--- config.mk ---
export PLATFORM = sky130hd
export DESIGN_NAME = serial_add_ctrl
export DESIGN_NICKNAME = d
export VERILOG_FILES = /design/src/rtl/serial_add_ctrl_pkg.sv /design/src/rtl/serial_add_ctrl_simple.sv /design/src/rtl/serial_add_ctrl.sv
export SDC_FILE = /design/constraint.sdc
export NUM_CORES = 1
export LEC_CHECK = 0
export CORE_MARGIN = 8
export CORE_UTILIZATION = 30
export CTS_CLUSTER_SIZE = 12
export DETAILED_ROUTE_END_ITERATION = 8
export PLACE_DENSITY_LB_ADDON = 0.12
export SLEW_MARGIN = 25
export SYNTH_ARGS = -nofsm -noshare
export SYNTH_HDL_FRONTEND = slang
export SYNTH_SLANG_ARGS = --single-unit
--- constraint.sdc ---
create_clock -name clk -period 1.4 [get_ports clk]
set_clock_uncertainty 0.05 [all_clocks]
set_input_delay 0.21 -clock clk [delete_from_list [all_inputs] [get_ports clk]]
set_output_delay 0.21 -clock clk [all_outputs]
set_load 0.03 [all_outputs]
--- src/rtl/serial_add_ctrl_pkg.sv ---
// Shared definitions for the bit-serial adder/subtractor controller.
// State encoding and counter sizing helper.
package serial_add_ctrl_pkg;

    typedef enum logic [1:0] {
        ST_IDLE = 2'd0,
        ST_RUN  = 2'd1,
        ST_DONE = 2'd2
    } state_t;

    // Bit counter needs $clog2(WIDTH) bits, but never fewer than one.
    function automatic int unsigned cnt_width(input int unsigned w);
        return (w > 1) ? $clog2(w) : 1;
    endfunction

endpackage

--- src/rtl/serial_add_ctrl_simple.sv ---
// 1-bit full adder cell shared across the codebase; purely combinational.
module simple (
    input  logic a,
    input  logic b,
    input  logic cin,
    output logic cout,
    output logic sum
);

    assign sum  = a ^ b ^ cin;
    assign cout = (a & b) | (cin & (a ^ b));

endmodule

--- src/rtl/serial_add_ctrl.sv ---
// Bit-serial WIDTH-bit adder/subtractor: latches operands on start, feeds them
// LSB-first through one full adder cell, and pulses done with the final result.
module serial_add_ctrl
    import serial_add_ctrl_pkg::*;
#(
    parameter int unsigned WIDTH = 8
) (
    input  logic             clk,
    input  logic             rst,
    input  logic             start,
    input  logic             op_sub,
    input  logic [WIDTH-1:0] a_in,
    input  logic [WIDTH-1:0] b_in,
    input  logic             cin_in,
    output logic             busy,
    output logic             done,
    output logic [WIDTH-1:0] sum_out,
    output logic             cout_out
);

    localparam int unsigned CW = cnt_width(WIDTH);

    state_t           state;
    state_t           state_nx;
    logic [WIDTH-1:0] a_sh;
    logic [WIDTH-1:0] b_sh;
    logic [WIDTH-1:0] res_sh;
    logic [WIDTH-1:0] res_nx;
    logic             carry;
    logic [CW-1:0]    cnt;
    logic             last;
    logic             fa_sum;
    logic             fa_cout;

    simple u_fa (
        .a    (a_sh[0]),
        .b    (b_sh[0]),
        .cin  (carry),
        .cout (fa_cout),
        .sum  (fa_sum)
    );

    assign last = (cnt == CW'(WIDTH - 1));

    always_ff @(posedge clk or posedge rst) begin
        if (rst) state <= ST_IDLE;
        else     state <= state_nx;
    end

    always_comb begin
        state_nx = ST_IDLE;
        case (state)
            ST_IDLE: state_nx = start ? ST_RUN : ST_IDLE;
            ST_RUN:  state_nx = last ? ST_DONE : ST_RUN;
            ST_DONE: state_nx = ST_IDLE;
            default: state_nx = ST_IDLE;
        endcase
    end

    always_comb begin
        busy = (state != ST_IDLE);
        done = (state == ST_DONE);
    end

    // Shift-based fill avoids an empty slice when WIDTH is 1.
    always_comb begin
        res_nx = (res_sh >> 1) | (WIDTH'(fa_sum) << (WIDTH - 1));
    end

    always_ff @(posedge clk or posedge rst) begin
        if (rst) begin
            a_sh     <= '0;
            b_sh     <= '0;
            res_sh   <= '0;
            carry    <= 1'b0;
            cnt      <= '0;
            sum_out  <= '0;
            cout_out <= 1'b0;
        end else begin
            case (state)
                ST_IDLE: begin
                    if (start) begin
                        a_sh  <= a_in;
                        b_sh  <= op_sub ? ~b_in : b_in;
                        carry <= op_sub ? 1'b1 : cin_in;
                        cnt   <= '0;
                    end
                end
                ST_RUN: begin
                    carry  <= fa_cout;
                    res_sh <= res_nx;
                    a_sh   <= a_sh >> 1;
                    b_sh   <= b_sh >> 1;
                    cnt    <= cnt + CW'(1);
                    if (last) begin
                        sum_out  <= res_nx;
                        cout_out <= fa_cout;
                    end
                end
                default: ;
            endcase
        end
    end

endmodule

# Word-level counts from Yosys, hierarchy flattened
# Cells that the tools add are included.
[word_totals]
out_inout_bits = 11
in_bits = 21
ff_bits = 39
elab_cells = 38
[classes]
eq_ne = 4
n_bitwise = 7
reduce_logical = 5
muxes = 13
add_sub_neg = 1
[op_table]
columns = ["op", "n"]
rows = [
  ["one-hot mux 8 bit (2 select lines)", 2],
  ["2-to-1 mux 8 bit", 3],
  ["inverter 8 bit", 1],
  ["bitwise OR 7 x 8 -> 8 bit", 1],
  ["one-hot mux 3 bit (2 select lines)", 1],
  ["one-hot mux 2 bit (2 select lines)", 1],
  ["AND reduction 2 bit", 2],
  ["nonzero test 2 bit", 2],
  ["adder 3 x 1 -> 3 bit (second input constant)", 1],
  ["equality test 3 bit (second input constant)", 1],
  ["2-to-1 mux 1 bit", 3],
  ["2-to-1 mux 3 bit", 1],
  ["AND 1 bit", 2],
  ["equality test 2 x 1 -> 1 bit (second input constant)", 1],
  ["equality test 2 bit (second input constant)", 1],
  ["zero test 2 bit", 1],
  ["2-to-1 mux 2 bit", 1],
  ["inequality test 2 bit (second input constant)", 1],
  ["one-hot mux 1 bit (2 select lines)", 1],
  ["bitwise XOR 1 bit", 2],
  ["bitwise OR 1 bit", 1],
]

# Depth between registers and ports, before layout
# Gate-level depths: netlist of the first run.
[depth]
ltp_word = 4
ltp_mapped = 5
ltp_nobuf = 5

# By module
# From an unflattened synthesis of the first run, not the netlist that was laid out.
[hier_totals]
cells_unflattened = 140
hier_area_um2 = 1707.9
[by_module_without_submodules]
columns = ["mod", "cells_each", "seq_area_each_um2", "area_each_um2", "n_inst"]
rows = [
  ["serial_add_ctrl", 139, 950.9, 1687.9, 1],
  ["simple", 1, 0.0, 20.0, 1],
]

# Least setup slack after synthesis of the first run
# No wires, ideal clock.
[synth_path]
path_kind = "register -> register"
start = "reg cnt[0]"
end = "reg cout_out"
period_less_slack_ns = 1.421
setup_ns = 0.125
stages_incl_launch_ff = 5
path_slack_ns = -0.021
n_path_buf = 0
required_ns = 1.225
t_arrival_ns = 1.246
cell_sequence = "dfrtp_1 ha_1 ha_1 nand2_2 mux2_2"
[synth_via]
elab_chain_cells = 2
[synth_rtl]
columns = ["element", "line_no", "text"]
rows = [
  ["start: declaration", "serial_add_ctrl.sv:30", "logic [CW-1:0] cnt;"],
  ["start signal: assignment", "serial_add_ctrl.sv:94", "cnt <= cnt + CW'(1);"],
  ["equality test 3 bit", "serial_add_ctrl.sv:43", "assign last = (cnt == CW'(WIDTH - 1));"],
  ["AND reduction 2 bit (no source line)", "n/a", ""],
  ["end signal: assignment", "serial_add_ctrl.sv:97", "cout_out <= fa_cout;"],
  ["end: declaration", "serial_add_ctrl.sv:18", "output logic cout_out"],
]
# Every way passes these cells.
# A chain may end at the register's enable or synchronous reset.

# Worst setup path in the final report of the first run
[layout_path]
start = "reg state[1]"
end = "out busy"
[layout_via]
elab_chain_cells = 1
[layout_rtl]
columns = ["element", "line_no", "text"]
rows = [
  ["start: declaration", "serial_add_ctrl.sv:23", "state_t state;"],
  ["start signal: assignment", "serial_add_ctrl.sv:47", "else state <= state_nx;"],
  ["nonzero test 2 bit", "serial_add_ctrl.sv:61", "busy = (state != ST_IDLE);"],
  ["end: declaration", "serial_add_ctrl.sv:15", "output logic busy,"],
]
# Every way passes these cells.

==> summary.txt, run 1 <==
outcome: finished with violations
violated checks: negative setup slack
Area Overhead vs Synth: 47.5%
die area: 8440 µm²
Die Y: 91.9 µm
clk_lat worst skew: 290 ps
slew of the pin with the lowest slew margin: 305 ps
fin crit period: 1470 ps
Static Leak: 1.12 nW
Yosys cell types: 27
Setup TNS: -194 ps
final hold vios: 0
DRT antenna net count: 0
first-pass GRT wire length: 6640 µm
Worst EP arrival: 1210 ps
Final Power: 5.10 mW
fin worst setup slack: -74.9 ps
vias in the first global route: 1,351
crit-path max FO: 3
Worst Reg2Reg Path Length in Cells: 4
final WL: 4110 µm
DRC Markers: 0
CTS tree: done
Worst path slowest cell: dfrtp_1
largest net degree at the start of global routing: 39
TritonCTS buffer count: 5
initial antenna violation count: 0
reg-to-reg startpoint: state[1]
commonest non-fill, non-tap cell in the layout: dfrtp_1
vias: 1,298
grt total ovfl: 0
Syn Area/Cell: 12.1 µm²
Starting Density: 31.2%
Seq. cell area: 951 µm²
Die X: 91.9 µm
cts-stage hold buffer count: 0
FMAX: 678 MHz
# nets final: 222
Port-buffer cells: 31
critical path class: reg2out
Worst setup SP type: register
Cell Chain, Critical Path: buf_6 > or2_4 > buf_6
Clk pin slew, worst setup/hold paths: 80 ps
row count: 27
Min Hold Slack: 223 ps
syn nets: 167
most frequent cells in the layout: dfrtp_1 (38), clkdlybuf4s50_1 (20), buf_4 (18)
Bufs and invs on worst path: 2
period utilization: 105%
crit-path leading delay family: flip-flops
share of cells above drive strength 1: 36.2%
Final Wtd Congestion: 0.708
CP Data Required Time: 1140 ps
Fillers: 547
number of instances in the placed design: 252
Syn Inst Count: 143
worst-case clock buffer depth: 2
pwr dens: 2000 nW/µm²
max_cap viols: 0
Sink Count: 38
DP Wirelength: 2590 µm
VDD IR max: 0.000799 V
H-Tree Depth: 2
mapped cell area: 1730 µm²
Worst path most repeated cell: buf_6
Slew headroom: 79.7%
WP depth: 3
# setup viols final: 10
synth warn: 0
Synth Flop Type: dfrtp_1
Largest stage delay, worst path: 410 ps
core area: 5540 µm²
gr usage total: 9.88%
area of the multi-input gates: 820 µm²
nature of the critical path endpoint: output pin
CP Launch Point: state[1]
sequential element share of the synthesized area: 55.1%
final std cells w/o fill: 271
Hold/Removal Path Class: in2async
max-slew violations: 0
RSZ-0062 raised after global routing: yes
Post-synth ARST share: 100%
initial drt markers: 58
post-layout util: 46.0%
n_diodes: 0
Root Driver: clkbuf_8
Post-synth EDFFs: 0
DR pass1 iterations: 4
Vias/cell: 4.79
WL/cell: 15.2 µm
#FFs+latches synth: 38
IO Pins: 32
stage by stage:
step / worst slack (ps) / area [µm²]
6_report: -74.9 / 2550
5_1_grt: -107 / 2550
4_1_cts: -170 / 2480
3_5_place_dp: -339 / 2230
3_3_place_gp: -301 / 2230
2_1_floorplan: 12.2 / 1730
cells in the mapped netlist, drive strengths merged, types with 2 or more instances:
library cell  instances  area (µm²)
dfrtp                38         951
mux2                 17         191
nand2                13        51.3
o21ai                10        50.1
buf                   9        60.1
inv                   9        33.8
xnor2                 8        70.1
a22oi                 7        52.6
a221o                 6        61.3
o32ai                 5        43.8
nor2b                 3        18.8
a21oi                 2        10.0
a22o                  2        17.5
clkbuf                2        7.51
ha                    2        25.0
nor2                  2        7.51
or2                   2        12.5
worst paths after layout:
check                      slack, ps         end
setup reg to reg                 -20     b_sh[1]
hold / removal                   220  sum_out[1]
max in group asynchronous        880     b_sh[0]
setup / recovery                 -70        busy
min in group clk                 420     a_sh[7]
hold reg to reg                  430     a_sh[5]
cell type report:
cell class / instances / share of cell area [%]
flip-flops and latches: 38 / 37.3
multi-input cells: 87 / 32.2
repair buffers: 57 / 21.9
well taps: 72 / 3.54
clock buffers: 6 / 3.24
inverters: 9 / 1.33
clock inverters: 2 / 0.491
sequential cells by signal, indices dropped and copies added (netlist names):
register / cells
sum_out: 8
carry: 1
res_sh: 7
b_sh: 8
cout_out: 1
a_sh: 8
state: 2
cnt: 3
worst min-delay path, delay by kind of cell:
family / cells / cell delay [ps]
buffers and inverters: 3 / 720
logic make-up (layout without fill, tap and decap cells):
kind of cell | count (synthesis) | in the layout | synth area share, %
AO/OA/AOI/OAI | 35 | 35 | 15.1
adder cells (fa/ha/maj) | 3 | 3 | 2.61
AND/OR/NAND/NOR | 22 | 24 | 6.23
XOR/XNOR | 8 | 8 | 4.06
flip-flops | 38 | 38 | 55.1
multiplexers | 17 | 17 | 11.1
buffers and inverters | 20 | 74 | 5.87
routing by layer:
metal / share of wire [%] / GRT usage [%] / up-vias
li1: - / - / 621
met1: 46 / 11.9 / 634
met2: 47 / 15.7 / 35
met3: 4.7 / 3.50 / 8
met4: 2.0 / 4.16 / 0
met5: 0 / 0 / -
repair_timing:
action,CTS,global route
cloned,3,0
gates resized for setup,29,9
endpoints found under the setup margin,33,34
setup buffers,5,3
pin swaps,3,5
power by group:
group | total (mW) | switching, mW | internal (mW)
logic | 2.45 | 1.16 | 1.29
registers | 1.85 | 0.280 | 1.57
clock network | 0.798 | 0.402 | 0.396
(Power assumes the default switching activity.)
==> inputs of run 2 (changes only) <==
- SLEW_MARGIN: 25 -> 20
==> results of run 2 <==
Same layout as run 1: the final DEF is identical, and so are final timing and power.
